<file path="src/rtl/rv32i_csr_pkg.sv">
// Shared constants for the rv32i machine-mode CSR file: address map, access
// command encodings and mstatus field positions.
package rv32i_csr_pkg;

  localparam logic [11:0] CSR_MSTATUS   = 12'h300;
  localparam logic [11:0] CSR_MTVEC     = 12'h305;
  localparam logic [11:0] CSR_MSCRATCH  = 12'h340;
  localparam logic [11:0] CSR_MEPC      = 12'h341;
  localparam logic [11:0] CSR_MCAUSE    = 12'h342;
  localparam logic [11:0] CSR_MTVAL     = 12'h343;
  localparam logic [11:0] CSR_MCYCLE    = 12'hB00;
  localparam logic [11:0] CSR_MCYCLEH   = 12'hB80;
  localparam logic [11:0] CSR_MINSTRET  = 12'hB02;
  localparam logic [11:0] CSR_MINSTRETH = 12'hB82;
  localparam logic [11:0] CSR_MHARTID   = 12'hF14;

  typedef enum logic [2:0] {
    CMD_NOP   = 3'b000,
    CMD_WRITE = 3'b001,
    CMD_SET   = 3'b010,
    CMD_CLEAR = 3'b011,
    CMD_READ  = 3'b100
  } csr_cmd_e;

  localparam int          MSTATUS_MIE    = 3;
  localparam int          MSTATUS_MPIE   = 7;
  localparam int          MSTATUS_MPP_LO = 11;
  localparam logic [1:0]  MSTATUS_MPP    = 2'b11;

endpackage

</file>
<file path="src/rtl/rv32i_csr_counter.sv">
// 64-bit free-running counter with half-word (XLEN=32) or full (XLEN=64)
// software writes; any write suppresses that cycle's increment.
module rv32i_csr_counter #(
  parameter int XLEN = 32
) (
  input  logic            clk,
  input  logic            rst_n,
  input  logic            inc,
  input  logic            wr_lo,
  input  logic            wr_hi,
  input  logic [XLEN-1:0] wdata,
  output logic [63:0]     count
);

  logic [63:0] count_d;

  always_comb begin
    count_d = count;
    if (wr_lo) begin
      if (XLEN == 64) count_d = 64'(wdata);
      else            count_d[31:0] = wdata[31:0];
    end
    if (wr_hi) count_d[63:32] = wdata[31:0];
    if (!(wr_lo || wr_hi) && inc) count_d = count + 64'd1;
  end

  always_ff @(posedge clk or negedge rst_n) begin
    if (!rst_n) count <= '0;
    else        count <= count_d;
  end

endmodule

</file>
<file path="src/rtl/rv32i_csr_file.sv">
// Machine-mode CSR file: one-cycle swap-style CSR access, trap entry / mret
// bookkeeping and the mcycle/minstret counters.
module rv32i_csr_file
  import rv32i_csr_pkg::*;
#(
  parameter int              XLEN      = 32,
  parameter int unsigned     HART_ID   = 0,
  parameter logic [XLEN-1:0] MTVEC_RST = '0,
  parameter bit              CNT_EN    = 1'b1
) (
  input  logic            clk,
  input  logic            rst_n,
  input  logic            csr_en,
  input  logic [11:0]     csr_addr,
  input  logic [2:0]      csr_cmd,
  input  logic [XLEN-1:0] csr_wdata,
  output logic [XLEN-1:0] csr_rdata,
  output logic            csr_illegal,
  input  logic            instret,
  input  logic            trap_en,
  input  logic [XLEN-1:0] trap_pc,
  input  logic [XLEN-1:0] trap_cause,
  input  logic [XLEN-1:0] trap_tval,
  input  logic            mret,
  output logic [XLEN-1:0] trap_vector,
  output logic [XLEN-1:0] epc_out,
  output logic            mie_out
);

  // The *h halves only exist on RV32 with counters present.
  localparam bit HI_OK = (XLEN == 32) && CNT_EN;

  logic            mie_q, mpie_q;
  logic [XLEN-1:0] mtvec_q, mscratch_q, mepc_q, mcause_q, mtval_q;
  logic [63:0]     cyc, ins;
  logic            access, cmd_bad, is_wr, addr_ok, illegal, we;
  logic [XLEN-1:0] old_val, new_val, mstatus_val;

  always_comb begin
    mstatus_val = '0;
    mstatus_val[MSTATUS_MIE]  = mie_q;
    mstatus_val[MSTATUS_MPIE] = mpie_q;
    mstatus_val[MSTATUS_MPP_LO+1:MSTATUS_MPP_LO] = MSTATUS_MPP;
  end

  always_comb begin
    old_val = '0;
    addr_ok = 1'b1;
    case (csr_addr)
      CSR_MSTATUS:   old_val = mstatus_val;
      CSR_MTVEC:     old_val = mtvec_q;
      CSR_MSCRATCH:  old_val = mscratch_q;
      CSR_MEPC:      old_val = mepc_q;
      CSR_MCAUSE:    old_val = mcause_q;
      CSR_MTVAL:     old_val = mtval_q;
      CSR_MCYCLE:    begin old_val = cyc[XLEN-1:0];       addr_ok = CNT_EN; end
      CSR_MCYCLEH:   begin old_val = XLEN'(cyc[63:32]);   addr_ok = HI_OK;  end
      CSR_MINSTRET:  begin old_val = ins[XLEN-1:0];       addr_ok = CNT_EN; end
      CSR_MINSTRETH: begin old_val = XLEN'(ins[63:32]);   addr_ok = HI_OK;  end
      CSR_MHARTID:   old_val = XLEN'(HART_ID);
      default:       addr_ok = 1'b0;
    endcase
  end

  always_comb begin
    new_val = old_val;
    case (csr_cmd)
      CMD_WRITE: new_val = csr_wdata;
      CMD_SET:   new_val = old_val | csr_wdata;
      CMD_CLEAR: new_val = old_val & ~csr_wdata;
      default:   new_val = old_val;
    endcase
  end

  assign access  = csr_en && (csr_cmd != CMD_NOP);
  assign cmd_bad = csr_cmd > CMD_READ;
  assign is_wr   = (csr_cmd == CMD_WRITE) || (csr_cmd == CMD_SET) || (csr_cmd == CMD_CLEAR);
  assign illegal = access && (!addr_ok || cmd_bad || (is_wr && csr_addr == CSR_MHARTID));
  // SET/CLEAR with a zero mask never writes, so counters keep counting.
  assign we      = access && !illegal && is_wr && !trap_en && !mret &&
                   ((csr_cmd == CMD_WRITE) || (csr_wdata != '0));

  always_ff @(posedge clk or negedge rst_n) begin
    if (!rst_n) begin
      csr_rdata   <= '0;
      csr_illegal <= 1'b0;
      mie_q       <= 1'b0;
      mpie_q      <= 1'b0;
      mtvec_q     <= MTVEC_RST;
      mscratch_q  <= '0;
      mepc_q      <= '0;
      mcause_q    <= '0;
      mtval_q     <= '0;
    end else begin
      csr_illegal <= illegal;
      if (access) csr_rdata <= illegal ? '0 : old_val;
      if (trap_en) begin
        mepc_q   <= trap_pc & ~XLEN'(3);
        mcause_q <= trap_cause;
        mtval_q  <= trap_tval;
        mpie_q   <= mie_q;
        mie_q    <= 1'b0;
      end else if (mret) begin
        mie_q  <= mpie_q;
        mpie_q <= 1'b1;
      end else if (we) begin
        case (csr_addr)
          CSR_MSTATUS: begin
            mie_q  <= new_val[MSTATUS_MIE];
            mpie_q <= new_val[MSTATUS_MPIE];
          end
          CSR_MTVEC:    mtvec_q <= {new_val[XLEN-1:2], new_val[1] ? mtvec_q[1:0] : new_val[1:0]};
          CSR_MSCRATCH: mscratch_q <= new_val;
          CSR_MEPC:     mepc_q     <= new_val & ~XLEN'(3);
          CSR_MCAUSE:   mcause_q   <= new_val;
          CSR_MTVAL:    mtval_q    <= new_val;
          default: ;
        endcase
      end
    end
  end

  generate
    if (CNT_EN) begin : g_cnt
      rv32i_csr_counter #(.XLEN(XLEN)) u_mcycle (
        .clk   (clk),
        .rst_n (rst_n),
        .inc   (1'b1),
        .wr_lo (we && csr_addr == CSR_MCYCLE),
        .wr_hi (we && csr_addr == CSR_MCYCLEH),
        .wdata (new_val),
        .count (cyc)
      );
      rv32i_csr_counter #(.XLEN(XLEN)) u_minstret (
        .clk   (clk),
        .rst_n (rst_n),
        .inc   (instret),
        .wr_lo (we && csr_addr == CSR_MINSTRET),
        .wr_hi (we && csr_addr == CSR_MINSTRETH),
        .wdata (new_val),
        .count (ins)
      );
    end else begin : g_no_cnt
      assign cyc = '0;
      assign ins = '0;
    end
  endgenerate

  // Vectored mode adds 4*cause for interrupts only.
  assign trap_vector = {mtvec_q[XLEN-1:2], 2'b00} +
                       ((mtvec_q[1:0] == 2'b01 && trap_cause[XLEN-1]) ? {trap_cause[XLEN-3:0], 2'b00} : '0);
  assign epc_out     = mepc_q;
  assign mie_out     = mie_q;

endmodule

</file>
<file path="config.mk">
export PLATFORM = sky130hd
export DESIGN_NAME = rv32i_csr_file
export DESIGN_NICKNAME = d
export VERILOG_FILES = /design/src/rtl/rv32i_csr_pkg.sv /design/src/rtl/rv32i_csr_counter.sv /design/src/rtl/rv32i_csr_file.sv
export SDC_FILE = /design/constraint.sdc
export NUM_CORES = 1
export LEC_CHECK = 0
export ABC_CLOCK_PERIOD_IN_PS = 7300
export CAP_MARGIN = 40
export CORE_ASPECT_RATIO = 0.8
export CORE_MARGIN = 4
export CORE_UTILIZATION = 45
export DETAILED_ROUTE_END_ITERATION = 10
export PLACE_DENSITY = 0.66
export SYNTH_ARGS = -nofsm -noshare
export SYNTH_HDL_FRONTEND = slang
export SYNTH_SLANG_ARGS = --single-unit
</file>
<file path="constraint.sdc">
create_clock -name clk -period 7.3 [get_ports clk]
set_input_delay 0.73 -clock clk [delete_from_list [all_inputs] [get_ports clk]]
set_output_delay 0.73 -clock clk [all_outputs]
set_load 0.02 [all_outputs]
</file>
==> results.cfg <==
[yosys]
synthFlopType = dfrtp_1
netlist_area_mm2 = 0.0213
synth_area_per_cell_um2 = 8.41
yosys_warnings = 0
synth_cell_types = 102
synthArstFlopShare = 1.00
synth-seq-cells = 320
ys_seq_area_frac = 0.375
synth_cells = 2536
synth_edf_count = 0

[clock_network]
post_cts_resize_count = 0
clock_sinks = 320
root_buffer = clkbuf_16
clk_latency_ns = 0.57
clkTransAtPathRegs_ns = 0.06
cts_buffers = 38
cts_setup_buffers = 0
cts_tree = yes
hold_buffers = 0
htreeDepth = 2
clock_path_buffers = 3

[die]
std_cell_rows = 71
fp.dieH_um = 203
start_util = 0.455
die_area_mm2 = 0.0510
die_w_um = 251
ios = 247
coreArea_mm2 = 0.0469

[detailed_routing]
ant_nets = 0
drt_iter0_markers = 3688
drtPass1Iterations = 11
wl_um = 107000
drc = 0
wl_per_cell_um = 31.8
vias = 23376
via_per_inst = 6.95

[critical_path]
reg2reg_from = g_cnt.u_mcycle.count[50]$_DFFE_PN0P_
crit_arrival_ns = 5.14
crit_end = trap_vector[30]
cp.required_ns = 6.57
path_class = in -> out
rr_endpoint = mtval_q[18]$_DFFE_PN0P_
worstRegToRegCells = 6
critical_path.max_fanout = 17
rrSetupSlack_ns = 4.00
end_kind = primary output
cp-start-kind = input pin
crit_start = trap_cause[31]

[sta]
final.setup_skew_ns = 0.0281
fin_crit_ns = 5.87
fin_ws_ns = 1.43
finalHoldViolations = 0
fin_setup_tns_ns = 0
worst_pin_slew_ns = 1.46
slew-limit-headroom = 0.0246
fmax_mhz = 171
post-route-period-util = 0.803
final-max-slew-violation-count = 0
rsz0062_at_grt = false
setup_violations = 0

[job]
drv_cap = 0

[finish]
ff_latch_area_mm2 = 0.00801
multi_input_area_mm2 = 0.0124
layout-drive-gt1-share = 0.0897
final_area_mm2 = 0.0257
layout.nets = 2893
fillers = 4300
syn2layout_area_growth_pct = 20.5
post-route-util = 0.548

[pwr]
pwr_density_cell_mw_per_mm2 = 177
irDropWorstVdd_mv = 0.222
leakage_nw = 10.2

[outcome]
outcome = finished clean

[min_path]
hp-class = in -> async

[placement]
place_area_mm2 = 0.0244
hpwlAfterDp_um = 80200
post-place-ws_ns = 1.56
io_buffers = 240
gp_congestion = 1.03

[global_route]
grt_max_degree = 124
grt_pass1_vias = 20957
grt_pass1_wl_um = 152000
grt_usage = 0.404
grt-ovfl-total = 0
antenna_found_initial = 11
[flip-flops by register name, indices dropped and copies added, names as in the netlist]
signal and count:
mie_out 1, mpie_q 1, csr_illegal 1, mscratch_q 32
csr_rdata 32, g_cnt.u_minstret.count 64, g_cnt.u_mcycle.count 64, mcause_q 32
epc_out 30, mtval_q 32, mtvec_q 31
[layout make-up]
cell class / count / share of cell area
Tap cell: 620 / 0.0302
Multi-Input combinational cell: 1995 / 0.481
Inverter: 41 / 0.00599
Timing Repair Buffer: 316 / 0.122
Clock inverter: 11 / 0.00516
Sequential cell: 320 / 0.312
Antenna cell: 3 / 0.000292
Clock buffer: 59 / 0.0440
[power by group]
part	leakage, nW	switching, mW	internal, mW
Combinational	5.58	0.351	0.215
Clock	0.614	0.829	1.14
Sequential	3.98	0.144	1.85
[through the flow]
| step | total power [mW] | hold slack [ns] | instances |
|---|---|---|---|
| floorplan | 2.20 | 0.434 | 2539 |
| finish | 4.54 | 0.134 | 3365 |
| CTS | 4.51 | 0.186 | 3362 |
| detailed placement | 2.57 | 0.467 | 3292 |
| global placement | 2.55 | 0.460 | 3270 |
| global route | 4.65 | 0.215 | 3362 |
[kinds of logic (layout without fill, tap and decap cells)]
kind of cell / Yosys count / in the layout / synth area share
buffers and inverters: 224 / 427 / 0.0492
AOI/OAI and AO/OA: 896 / 896 / 0.278
muxes: 85 / 85 / 0.0419
xor gates and xnor gates: 27 / 27 / 0.0111
adders and majority gates: 32 / 32 / 0.0191
DFF: 320 / 320 / 0.375
other: 1 / 7 / 0.000176
and+or+nand+nor: 951 / 951 / 0.225
[how the worst min path moves through the flow]
stage / endpoint / slack (ns)
2_1_floorplan: csr_illegal$_DFF_PN0_ / 0.43
3_3_place_gp: mscratch_q[3]$_DFFE_PN0P_ / 0.46
3_5_place_dp: mscratch_q[3]$_DFFE_PN0P_ / 0.47
4_1_cts: csr_rdata[31]$_DFFE_PN0P_ / 0.19
5_1_grt: csr_rdata[25]$_DFFE_PN0P_ / 0.22
6_report: csr_rdata[21]$_DFFE_PN0P_ / 0.13
[layer usage]
layer  global-route usage  up-vias  wire length, um
met1                0.571    11390            43100
met5                    0        -               39
met2                0.549     1733            42300
li1                     -     9926                -
met3                0.141      321            15200
met4                0.198        6             6400
[synth_stat cells (8+ instances only)]
library cell | instances | area, um^2
nand2_1 | 349 | 1310
dfrtp_1 | 320 | 8010
o21ai_0 | 262 | 1310
a21oi_1 | 216 | 1080
nor2_1 | 144 | 541
nand3_1 | 99 | 495
clkbuf_1 | 93 | 349
and3_1 | 63 | 394
nor3_1 | 57 | 285
a222oi_1 | 55 | 551
buf_2 | 53 | 265
o21a_1 | 52 | 390
mux2i_1 | 50 | 500
a22oi_1 | 48 | 360
nand4_1 | 45 | 282
inv_1 | 40 | 150
mux2_2 | 35 | 394
ha_1 | 31 | 388
nor4_1 | 31 | 194
nand2b_1 | 27 | 169
o31ai_1 | 27 | 203
buf_4 | 24 | 180
and2_1 | 23 | 144
o21ai_1 | 23 | 115
a22o_1 | 20 | 175
xnor2_1 | 20 | 175
o22ai_1 | 17 | 106
a31oi_1 | 16 | 100
o211ai_1 | 16 | 120
and4_1 | 14 | 123
a21o_1 | 12 | 90.1
nor2b_1 | 11 | 68.8
or3_1 | 11 | 68.8
a211oi_1 | 10 | 75.1
or2_2 | 10 | 62.6
a32oi_1 | 9 | 78.8
a41oi_1 | 9 | 78.8
or4_1 | 9 | 67.6
a221o_1 | 8 | 80.1
nand3b_1 | 8 | 60.1
o22a_1 | 8 | 70.1
[critical path, stage by stage]
cell and delay, ns:
clkdlybuf4s50_1 0.72, and3_1 0.30, ha_1 0.26, inv_1 0.10, fa_1 0.20, nand2b_1 0.14
a21oi_1 0.09, a211oi_1 0.37, nor3_1 0.15, o31ai_1 0.61, a311oi_1 0.30, or4_1 0.47
nand3_1 0.10, clkdlybuf4s50_1 0.60
[placed cells by master (no fill, tap or decap), drive strengths merged, types with 16 or more instances in the layout]
cell type and n:
buf 77, inv 43, nor2 151, a22oi 48
and2 25, o21ai 285, clkdlybuf4s50 238, mux2 35
nand2b 27, dfrtp 320, ha 31, nand3 100
o211ai 16, a21oi 218, mux2i 50, nand4 45
o21a 52, nor3 65, a222oi 55, o22ai 17
xnor2 20, a31oi 16, o31ai 28, and3 65
nor4 40, a22o 20, clkbuf 59, nand2 351
(Power assumes the default switching activity.)
